===== src/rtl/instr_enc_pkg.sv =====
// Shared types for the RV32I instruction encoder.
// Format codes, opcodes used by LI expansion, and FSM states.
package instr_enc_pkg;

  typedef enum logic [2:0] {
    FMT_R   = 3'd0,
    FMT_I   = 3'd1,
    FMT_S   = 3'd2,
    FMT_B   = 3'd3,
    FMT_U   = 3'd4,
    FMT_J   = 3'd5,
    FMT_LI  = 3'd6,
    FMT_ILL = 3'd7
  } fmt_e;

  localparam logic [6:0] OP_LUI   = 7'b0110111;
  localparam logic [6:0] OP_OPIMM = 7'b0010011;

  typedef enum logic [1:0] {
    S_IDLE,
    S_HOLD,
    S_HOLD_HI
  } state_e;

endpackage


===== src/rtl/instr_encoder_imm_packer.sv =====
// Combinational RV32I field packer with immediate range check.
// Out-of-range immediates are truncated into the word and flagged.
module imm_packer
  import instr_enc_pkg::*;
#(
  parameter logic [31:0] NOP_WORD = 32'h0000_0013
) (
  input  fmt_e        fmt_i,
  input  logic [6:0]  opcode_i,
  input  logic [2:0]  funct3_i,
  input  logic [6:0]  funct7_i,
  input  logic [4:0]  rd_i,
  input  logic [4:0]  rs1_i,
  input  logic [4:0]  rs2_i,
  input  logic [31:0] imm_i,
  output logic [31:0] instr_o,
  output logic        err_o
);

  logic fit12;
  logic fit13;
  logic fit21;

  assign fit12 = (&imm_i[31:11]) | ~(|imm_i[31:11]);
  assign fit13 = (&imm_i[31:12]) | ~(|imm_i[31:12]);
  assign fit21 = (&imm_i[31:20]) | ~(|imm_i[31:20]);

  always_comb begin
    instr_o = NOP_WORD;
    err_o   = 1'b0;
    unique case (fmt_i)
      FMT_R: instr_o = {funct7_i, rs2_i, rs1_i,
                        funct3_i, rd_i, opcode_i};
      FMT_I: begin
        instr_o = {imm_i[11:0], rs1_i,
                   funct3_i, rd_i, opcode_i};
        err_o   = ~fit12;
      end
      FMT_S: begin
        instr_o = {imm_i[11:5], rs2_i, rs1_i,
                   funct3_i, imm_i[4:0], opcode_i};
        err_o   = ~fit12;
      end
      FMT_B: begin
        instr_o = {imm_i[12], imm_i[10:5], rs2_i, rs1_i,
                   funct3_i, imm_i[4:1], imm_i[11],
                   opcode_i};
        err_o   = imm_i[0] | ~fit13;
      end
      FMT_U: begin
        instr_o = {imm_i[31:12], rd_i, opcode_i};
        err_o   = |imm_i[11:0];
      end
      FMT_J: begin
        instr_o = {imm_i[20], imm_i[10:1], imm_i[11],
                   imm_i[19:12], rd_i, opcode_i};
        err_o   = imm_i[0] | ~fit21;
      end
      default: begin
        instr_o = NOP_WORD;
        err_o   = 1'b1;
      end
    endcase
  end

endmodule


===== src/rtl/instr_encoder.sv =====
// RV32I instruction encoder with LI expansion.
// Registered output stage; valid/ready on request and output.
module instr_encoder
  import instr_enc_pkg::*;
#(
  parameter logic [31:0] NOP_WORD = 32'h0000_0013
) (
  input  logic        clk,
  input  logic        rst_n,
  input  logic        req_valid,
  output logic        req_ready,
  input  logic [2:0]  req_fmt,
  input  logic [6:0]  req_opcode,
  input  logic [2:0]  req_funct3,
  input  logic [6:0]  req_funct7,
  input  logic [4:0]  req_rd,
  input  logic [4:0]  req_rs1,
  input  logic [4:0]  req_rs2,
  input  logic [31:0] req_imm,
  output logic        out_valid,
  input  logic        out_ready,
  output logic [31:0] out_instr,
  output logic        out_err,
  output logic        out_last
);

  state_e      state_q, state_d;
  logic [31:0] instr_q, instr_d;
  logic        err_q, err_d;
  logic        last_q, last_d;
  logic [31:0] pend_q, pend_d;

  fmt_e        fmt;
  fmt_e        p_fmt;
  logic [6:0]  p_op;
  logic [2:0]  p_f3;
  logic [4:0]  p_rs1;
  logic [31:0] p_imm;
  logic [31:0] p_instr;
  logic        p_err;

  logic [19:0] li_hi;
  logic [11:0] li_lo;
  logic        li_two;
  logic [31:0] li_addi;
  logic        accept;
  logic        hs;

  assign fmt   = fmt_e'(req_fmt);
  // +0x800 rounding only carries out of the low 12 bits when bit 11 is set
  assign li_hi = req_imm[31:12] + {19'd0, req_imm[11]};
  assign li_lo = req_imm[11:0];
  assign li_addi = {li_lo, req_rd, 3'b000, req_rd, OP_OPIMM};

  always_comb begin
    p_fmt  = fmt;
    p_op   = req_opcode;
    p_f3   = req_funct3;
    p_rs1  = req_rs1;
    p_imm  = req_imm;
    li_two = 1'b0;
    if (fmt == FMT_LI) begin
      if (li_hi == 20'd0) begin
        p_fmt = FMT_I;
        p_op  = OP_OPIMM;
        p_f3  = 3'd0;
        p_rs1 = 5'd0;
        p_imm = {{20{li_lo[11]}}, li_lo};
      end else begin
        p_fmt  = FMT_U;
        p_op   = OP_LUI;
        p_imm  = {li_hi, 12'd0};
        li_two = |li_lo;
      end
    end
  end

  imm_packer #(
    .NOP_WORD (NOP_WORD)
  ) u_pack (
    .fmt_i    (p_fmt),
    .opcode_i (p_op),
    .funct3_i (p_f3),
    .funct7_i (req_funct7),
    .rd_i     (req_rd),
    .rs1_i    (p_rs1),
    .rs2_i    (req_rs2),
    .imm_i    (p_imm),
    .instr_o  (p_instr),
    .err_o    (p_err)
  );

  assign out_valid = (state_q != S_IDLE);
  assign req_ready = (state_q == S_IDLE) |
                     ((state_q == S_HOLD) & out_ready);
  assign accept    = req_valid & req_ready;
  assign hs        = out_valid & out_ready;

  always_comb begin
    state_d = state_q;
    instr_d = instr_q;
    err_d   = err_q;
    last_d  = last_q;
    pend_d  = pend_q;
    unique case (state_q)
      S_IDLE: ;
      S_HOLD: if (hs) state_d = S_IDLE;
      S_HOLD_HI: if (hs) begin
        instr_d = pend_q;
        err_d   = 1'b0;
        last_d  = 1'b1;
        state_d = S_HOLD;
      end
      default: state_d = S_IDLE;
    endcase
    if (accept) begin
      instr_d = p_instr;
      err_d   = p_err;
      last_d  = ~li_two;
      pend_d  = li_addi;
      state_d = li_two ? S_HOLD_HI : S_HOLD;
    end
  end

  always_ff @(posedge clk or negedge rst_n) begin
    if (!rst_n) begin
      state_q <= S_IDLE;
      instr_q <= 32'd0;
      err_q   <= 1'b0;
      last_q  <= 1'b0;
      pend_q  <= 32'd0;
    end else begin
      state_q <= state_d;
      instr_q <= instr_d;
      err_q   <= err_d;
      last_q  <= last_d;
      pend_q  <= pend_d;
    end
  end

  assign out_instr = instr_q;
  assign out_err   = err_q;
  assign out_last  = last_q;

endmodule


===== config.mk =====
export PLATFORM = sky130hd
export DESIGN_NAME = instr_encoder
export DESIGN_NICKNAME = d
export VERILOG_FILES = /design/src/rtl/instr_enc_pkg.sv /design/src/rtl/instr_encoder_imm_packer.sv /design/src/rtl/instr_encoder.sv
export SDC_FILE = /design/constraint.sdc
export NUM_CORES = 1
export LEC_CHECK = 0
export BUFFER_PORTS_ARGS = -buffer_cell sky130_fd_sc_hd__buf_4
export CAP_MARGIN = 20
export CORE_MARGIN = 5
export CORE_UTILIZATION = 30
export DETAILED_ROUTE_END_ITERATION = 8
export PLACE_DENSITY = 0.53
export SLEW_MARGIN = 15
export SYNTH_ARGS = -nofsm -noshare
export SYNTH_HDL_FRONTEND = slang
export SYNTH_HIERARCHICAL = 1
export SYNTH_SLANG_ARGS = --single-unit

===== constraint.sdc =====
create_clock -name clk -period 4.03 [get_ports clk]
set_clock_uncertainty 0.15 [all_clocks]
set_input_delay 0.806 -clock clk [delete_from_list [all_inputs] [get_ports clk]]
set_output_delay 0.806 -clock clk [all_outputs]
set_load 0.02 [all_outputs]

# Yosys cells after proc, flatten, opt, wreduce, memory -nomap -nowiden

Index checks and enable logic that the tools add are counted.

Register bits: 61
Bits of input ports: 71
Logic and storage cells: 78

$add $sub $neg: 1
Eq/ne operators: 11
Mux-type cells: 28
Bitwise operators: 16
Reduce and logical (&&, ||, !) cells: 17

Operator list:

| cell                 | number |
|---|---|
| $pmux W32 S6         | 1 |
| $mux W32             | 5 |
| $reduce_or A12 Y1    | 3 |
| $reduce_and A21 Y1   | 1 |
| $reduce_or A21 Y1    | 1 |
| $add A20 B1 Y20      | 1 |
| $logic_not A20 Y1    | 1 |
| $reduce_and A20 Y1   | 1 |
| $reduce_or A20 Y1    | 1 |
| $mux W3              | 4 |
| $reduce_and A12 Y1   | 1 |
| $mux W5              | 2 |
| $eq A3 B3 Y1 const B | 3 |
| $mux W1              | 8 |
| $mux W2              | 4 |
| $mux W7              | 1 |
| $not A1 Y1           | 7 |
| $eq A3 B2 Y1 const B | 2 |
| $mux W6              | 1 |
| $ne A3 B3 Y1 const B | 2 |
| $or A1 B1 Y1         | 6 |
| $pmux W2 S3          | 1 |
| $reduce_bool A2 Y1   | 3 |
| $pmux W1 S5          | 1 |
| 10 further kinds     | 12 |

# Longest topological paths before layout

Depth in word-level cells: 11
Depth in mapped cells: 17
Gate-level depth less buffers: 15

# Hierarchy

The synthesis kept the hierarchy.

By module, submodules not included:

| module        | times used | cells each | area each (sq um) | seq. area each (sq um) |
|---|---|---|---|---|
| instr_encoder | 1          | 427        | 3448.3            | 1351.3 |
| imm_packer    | 1          | 128        | 725.7             | 0.0 |

# Worst setup path after synthesis

No wires, ideal clock.

Path type: input port to flip-flop
Start: in req_imm[11]
End: reg err_q (netlist: out_err)
Arrival: 4.110 ns
Setup slack: -0.351 ns
Stages: 15
Path buffers: 1
Cells stage by stage: ha_1 -> nand3_2 -> or4_1 -> or3_1 -> a21o_1 -> nor4_4 -> buf_4 -> nor2_1 -> nor3_1 -> nand4_1 -> nor3_1 -> a22oi_1 -> o211ai_2 -> nand3_1 -> a22o_1

Longest elaborated chain between the ends: 11
Elaborated cells between the ends (all ways): 33
Those cells by class: add/sub: 1; eq/ne: 5; mux: 6; bitwise: 11; reduce/logical: 10

RTL lines:

| what                                                   | RTL line                                                       | text |
|---|---|---|
| from (decl)                                            | instr_encoder.sv:19                                            | `input logic [31:0] req_imm,` |
| $add A20 B1 Y20                                        | instr_encoder.sv:51                                            | `assign li_hi = req_imm[31:12] + {19'd0, req_imm[11]};` |
| $logic_not A20 Y1                                      | instr_encoder.sv:63                                            | `if (li_hi == 20'd0) begin` |
| $mux W32 (*)                                           | instr_encoder.sv:63                                            |  |
| $mux W32 (*)                                           | instr_encoder.sv:62                                            | `if (fmt == FMT_LI) begin` |
| named net p_imm[24]                                    | instr_encoder.sv:38                                            | `logic [31:0] p_imm;` |
| $reduce_or A20 Y1 or $reduce_or A12 Y1 (tied branches) | instr_encoder_imm_packer.sv:25, instr_encoder_imm_packer.sv:26 |  |
| $not A1 Y1 (on tied branches)                          | instr_encoder_imm_packer.sv:25, instr_encoder_imm_packer.sv:26 |  |
| $or A1 B1 Y1 (on tied branches)                        | instr_encoder_imm_packer.sv:25, instr_encoder_imm_packer.sv:26 |  |
| $not A1 Y1 (on tied branches)                          | instr_encoder_imm_packer.sv:48, instr_encoder_imm_packer.sv:57 |  |
| $or A1 B1 Y1 (on tied branches)                        | instr_encoder_imm_packer.sv:48, instr_encoder_imm_packer.sv:57 |  |
| $pmux W1 S5 (*)                                        | instr_encoder_imm_packer.sv:31                                 | `unique case (fmt_i)` |
| named net p_err                                        | instr_encoder.sv:40                                            | `logic p_err;` |
| $mux W1 (*)                                            | instr_encoder.sv:116                                           | `if (accept) begin` |
| to (signal assigned)                                   | instr_encoder.sv:135                                           | `err_q <= err_d;` |
| to (decl)                                              | instr_encoder.sv:29                                            | `logic err_q, err_d;` |

Mark *: on every way through the listed nets, which the timed path passes. The rest lies on a longest branch.
A chain may end at the register's enable or synchronous reset.

# Final worst setup path

Ends and elaborated chain as after synthesis.

==> flow_metrics.env <==
export IMPL_placementRows=43
export IMPL_setup_viol=0
export IMPL_fin_area_um2=6180
export IMPL_grt_overflow=0
export IMPL_synth_edff_count=0
export IMPL_ff2ff_setup_slack_ns=1.92
export IMPL_timing_slew_headroom=0.541
export IMPL_grt_max_degree=55
export IMPL_worstSetupPathType="primary input to flop"
export IMPL_holdWs_ns=0.314
export IMPL_final_max_slew_violation_count=0
export IMPL_finalCritPeriodShare=0.991
export IMPL_rr_worst_depth=6
export IMPL_design_core_area_um2=13800
export IMPL_drc=0
export IMPL_hold_class="flop to flop"
export IMPL_syn_area_um2=4170
export IMPL_syn_area_per_cell_um2=7.52
export IMPL_synthCells=555
export IMPL_dpl_hpwl_um=11800
export IMPL_drtPass1Iterations=4
export IMPL_synthTopCellsByArea="dfrtp_1 32%, nand2_1 8.8%, o21ai_0 4.3%"
export IMPL_finalCriticalPeriod_ns=3.99
export IMPL_grt_usage=0.177
export IMPL_die_area_um2=16400
export IMPL_rr_endpoint="out_instr[6]"
export IMPL_cts_buffer_depth=2
export IMPL_synth_flop_cell="dfrtp_1"
export IMPL_start_kind="primary input"
export IMPL_synth_cell_types=58
export IMPL_fin_util=0.449
export IMPL_cts_clk_slew_worst_paths_ns=0.07
export IMPL_crit_path_max_fanout=11
export IMPL_routed_via_density=5.10
export IMPL_initial_utilization=0.303
export IMPL_timing_rr_start="state_q[0]"
export IMPL_die_h_um=128
export IMPL_insertion_delay_ns=0.29
export IMPL_p_per_area_nw_per_um2=305
export IMPL_hold_start="pend_q[31]"
export IMPL_cts_max_level=2
export IMPL_wl_um=14800
export IMPL_max_cap_violations=0
export IMPL_num_vias=4658
export IMPL_cts_root_buf="clkbuf_16"
export IMPL_routedWlPerCell_um=16.1
export IMPL_fmax_mhz=251
export IMPL_hold_violations=0
export IMPL_drtIter0Drc=211
export IMPL_tritoncts="built"
export IMPL_ys_ff_latch=54
export IMPL_synth_seq_area_share=0.324
export IMPL_synth_common_cells="98 x nand2_1, 54 x dfrtp_1, 36 x nor2_1, 36 x o21ai_0, 33 x clkbuf_1"
export IMPL_crit_required_ns=4.07
export IMPL_min_delay_worst_endpoint="pend_q[31]"
export IMPL_synth_warning_count=6
export IMPL_netlist_area_leader_share=0.324
export IMPL_synth_most_common_cell="nand2_1"
export IMPL_setup_tns_final_ns=0
export IMPL_fp_dieW_um=128
export IMPL_grt_pass1_wl_um=23800
export IMPL_p_total_w=0.00188
export IMPL_cp_end_kind="flop"
export IMPL_holdPathStages=2
export IMPL_status="finished clean"
export IMPL_cp_arrival_ns=4.03
export IMPL_final_nets=807
export IMPL_portBuffers=106
export IMPL_tightest_slew_ns=0.687
export IMPL_synth_nets=628
export IMPL_num_antenna_cells=0
export IMPL_synth_async_reset_ratio=1.00
export IMPL_area_growth_pct=48.1
export IMPL_cts_buffers=5
export IMPL_placed_cell_area_um2=5870
export IMPL_gp_congestion=0.832
export IMPL_io_pins=107
export IMPL_max_vdd_ir_drop_v=0.000147
export IMPL_grt_pass1_vias=4753
export IMPL_nFillCells=1403
export IMPL_drtAntennaViolNets=0
export IMPL_p_leak_nw=2.85
export IMPL_drive_gt1_frac=0.358
export IMPL_synth_top_area_cell="dfrtp_1"
export IMPL_antenna_found_initial=0
export IMPL_rsz0062_at_grt="yes"
export IMPL_clock_sinks=54
[power by group]
part	switching (W)	internal, W
Combinational	0.000413	0.000344
Clock	0.000196	0.000227
Sequential	0.0000539	0.000650
Total	0.000663	0.00122
[metal layers]
layer | wire length, um | track usage | part of all wire | vias up
li1 | - | - | - | 2339
met1 | 6360 | 0.225 | 0.43 | 2211
met2 | 7530 | 0.323 | 0.51 | 95
met3 | 639 | 0.0158 | 0.043 | 13
met4 | 218 | 0.0456 | 0.015 | 0
met5 | 0 | 0 | 0 | -
[per-stage QoR]
stage | worst slack (ns) | std cells
4_1_cts | 0.00207 | 911
5_1_grt | -0.166 | 914
3_3_place_gp | -0.458 | 902
6_report | 0.0380 | 914
2_1_floorplan | -0.126 | 555
3_5_place_dp | -0.484 | 902
[repair_timing]
action	in CTS	in global routing
gates cloned	0	1
gates resized for setup	12	18
pin swaps	2	1
hold buffers	0	0
buffers inserted	2	2
endpoints found under the setup margin	2	17
[layout make-up]
type / instances / area [um^2] / area share
clock buffers: 5 / 125 / 0.0202
clock inverters: 2 / 15.0 / 0.00243
inverters: 18 / 67.6 / 0.0109
multi-input cells: 438 / 2730 / 0.441
flip-flops and latches: 54 / 1350 / 0.219
well taps: 180 / 225 / 0.0364
repair buffers: 217 / 1670 / 0.270
[sequential cells by signal, summed over array words and instances (netlist names)]
signal     flops
out_last       1
out_err        1
out_instr     32
pend_q        18
state_q        2
[cell families after synthesis]
family | after synthesis | share of synthesized area
and+or+nand+nor | 269 | 0.323
AOI/OAI and AO/OA | 154 | 0.256
buffers and inverters | 63 | 0.0626
DFF | 54 | 0.324
xor gates and xnor gates | 10 | 0.0210
muxes | 3 | 0.00749
adders and majority gates | 2 | 0.00599
[worst max-delay path, stage by stage]
cell      delay [ns]
buf_8           0.08
ha_4            0.16
nand3_4         0.10
or4_4           0.52
or3_4           0.35
a21o_1          0.20
nor4_4          0.29
nor2_2          0.08
buf_12          0.16
a311oi_4        0.32
nand4_1         0.14
nor3_2          0.25
a22oi_1         0.12
o211ai_2        0.14
nand3_1         0.09
a22o_1          0.21
[layout by cell type, fill, tap and decap left out, types with 9 or more instances in the layout]
master    count
o21ai_0      34
nor2_1       33
nor4_1       11
a22o_1       13
a31oi_1      15
and2_1       26
buf_4       211
nand3_1      12
nand4_1      11
nand2_1      96
a21o_1        9
inv_1        18
a21oi_1      20
a22oi_1      18
nor3_1       19
nand2b_1      9
dfrtp_1      54
nor2b_1      12
[how the worst max path moves through the flow]
| stage | start | endpoint | slack (ns) | cells past startpoint |
|---|---|---|---|---|
| detailed placement | req_imm[18] | out_err | -0.48 | 17 |
| CTS | req_imm[11] | out_err | 0.002 | 16 |
| floorplan | req_imm[20] | out_err | -0.13 | 15 |
| global route | req_imm[11] | out_err | -0.17 | 16 |
| finish | req_imm[11] | out_err | 0.04 | 16 |
| global placement | req_imm[18] | out_err | -0.46 | 15 |
Note: power is estimated with default switching activity, not from simulation.
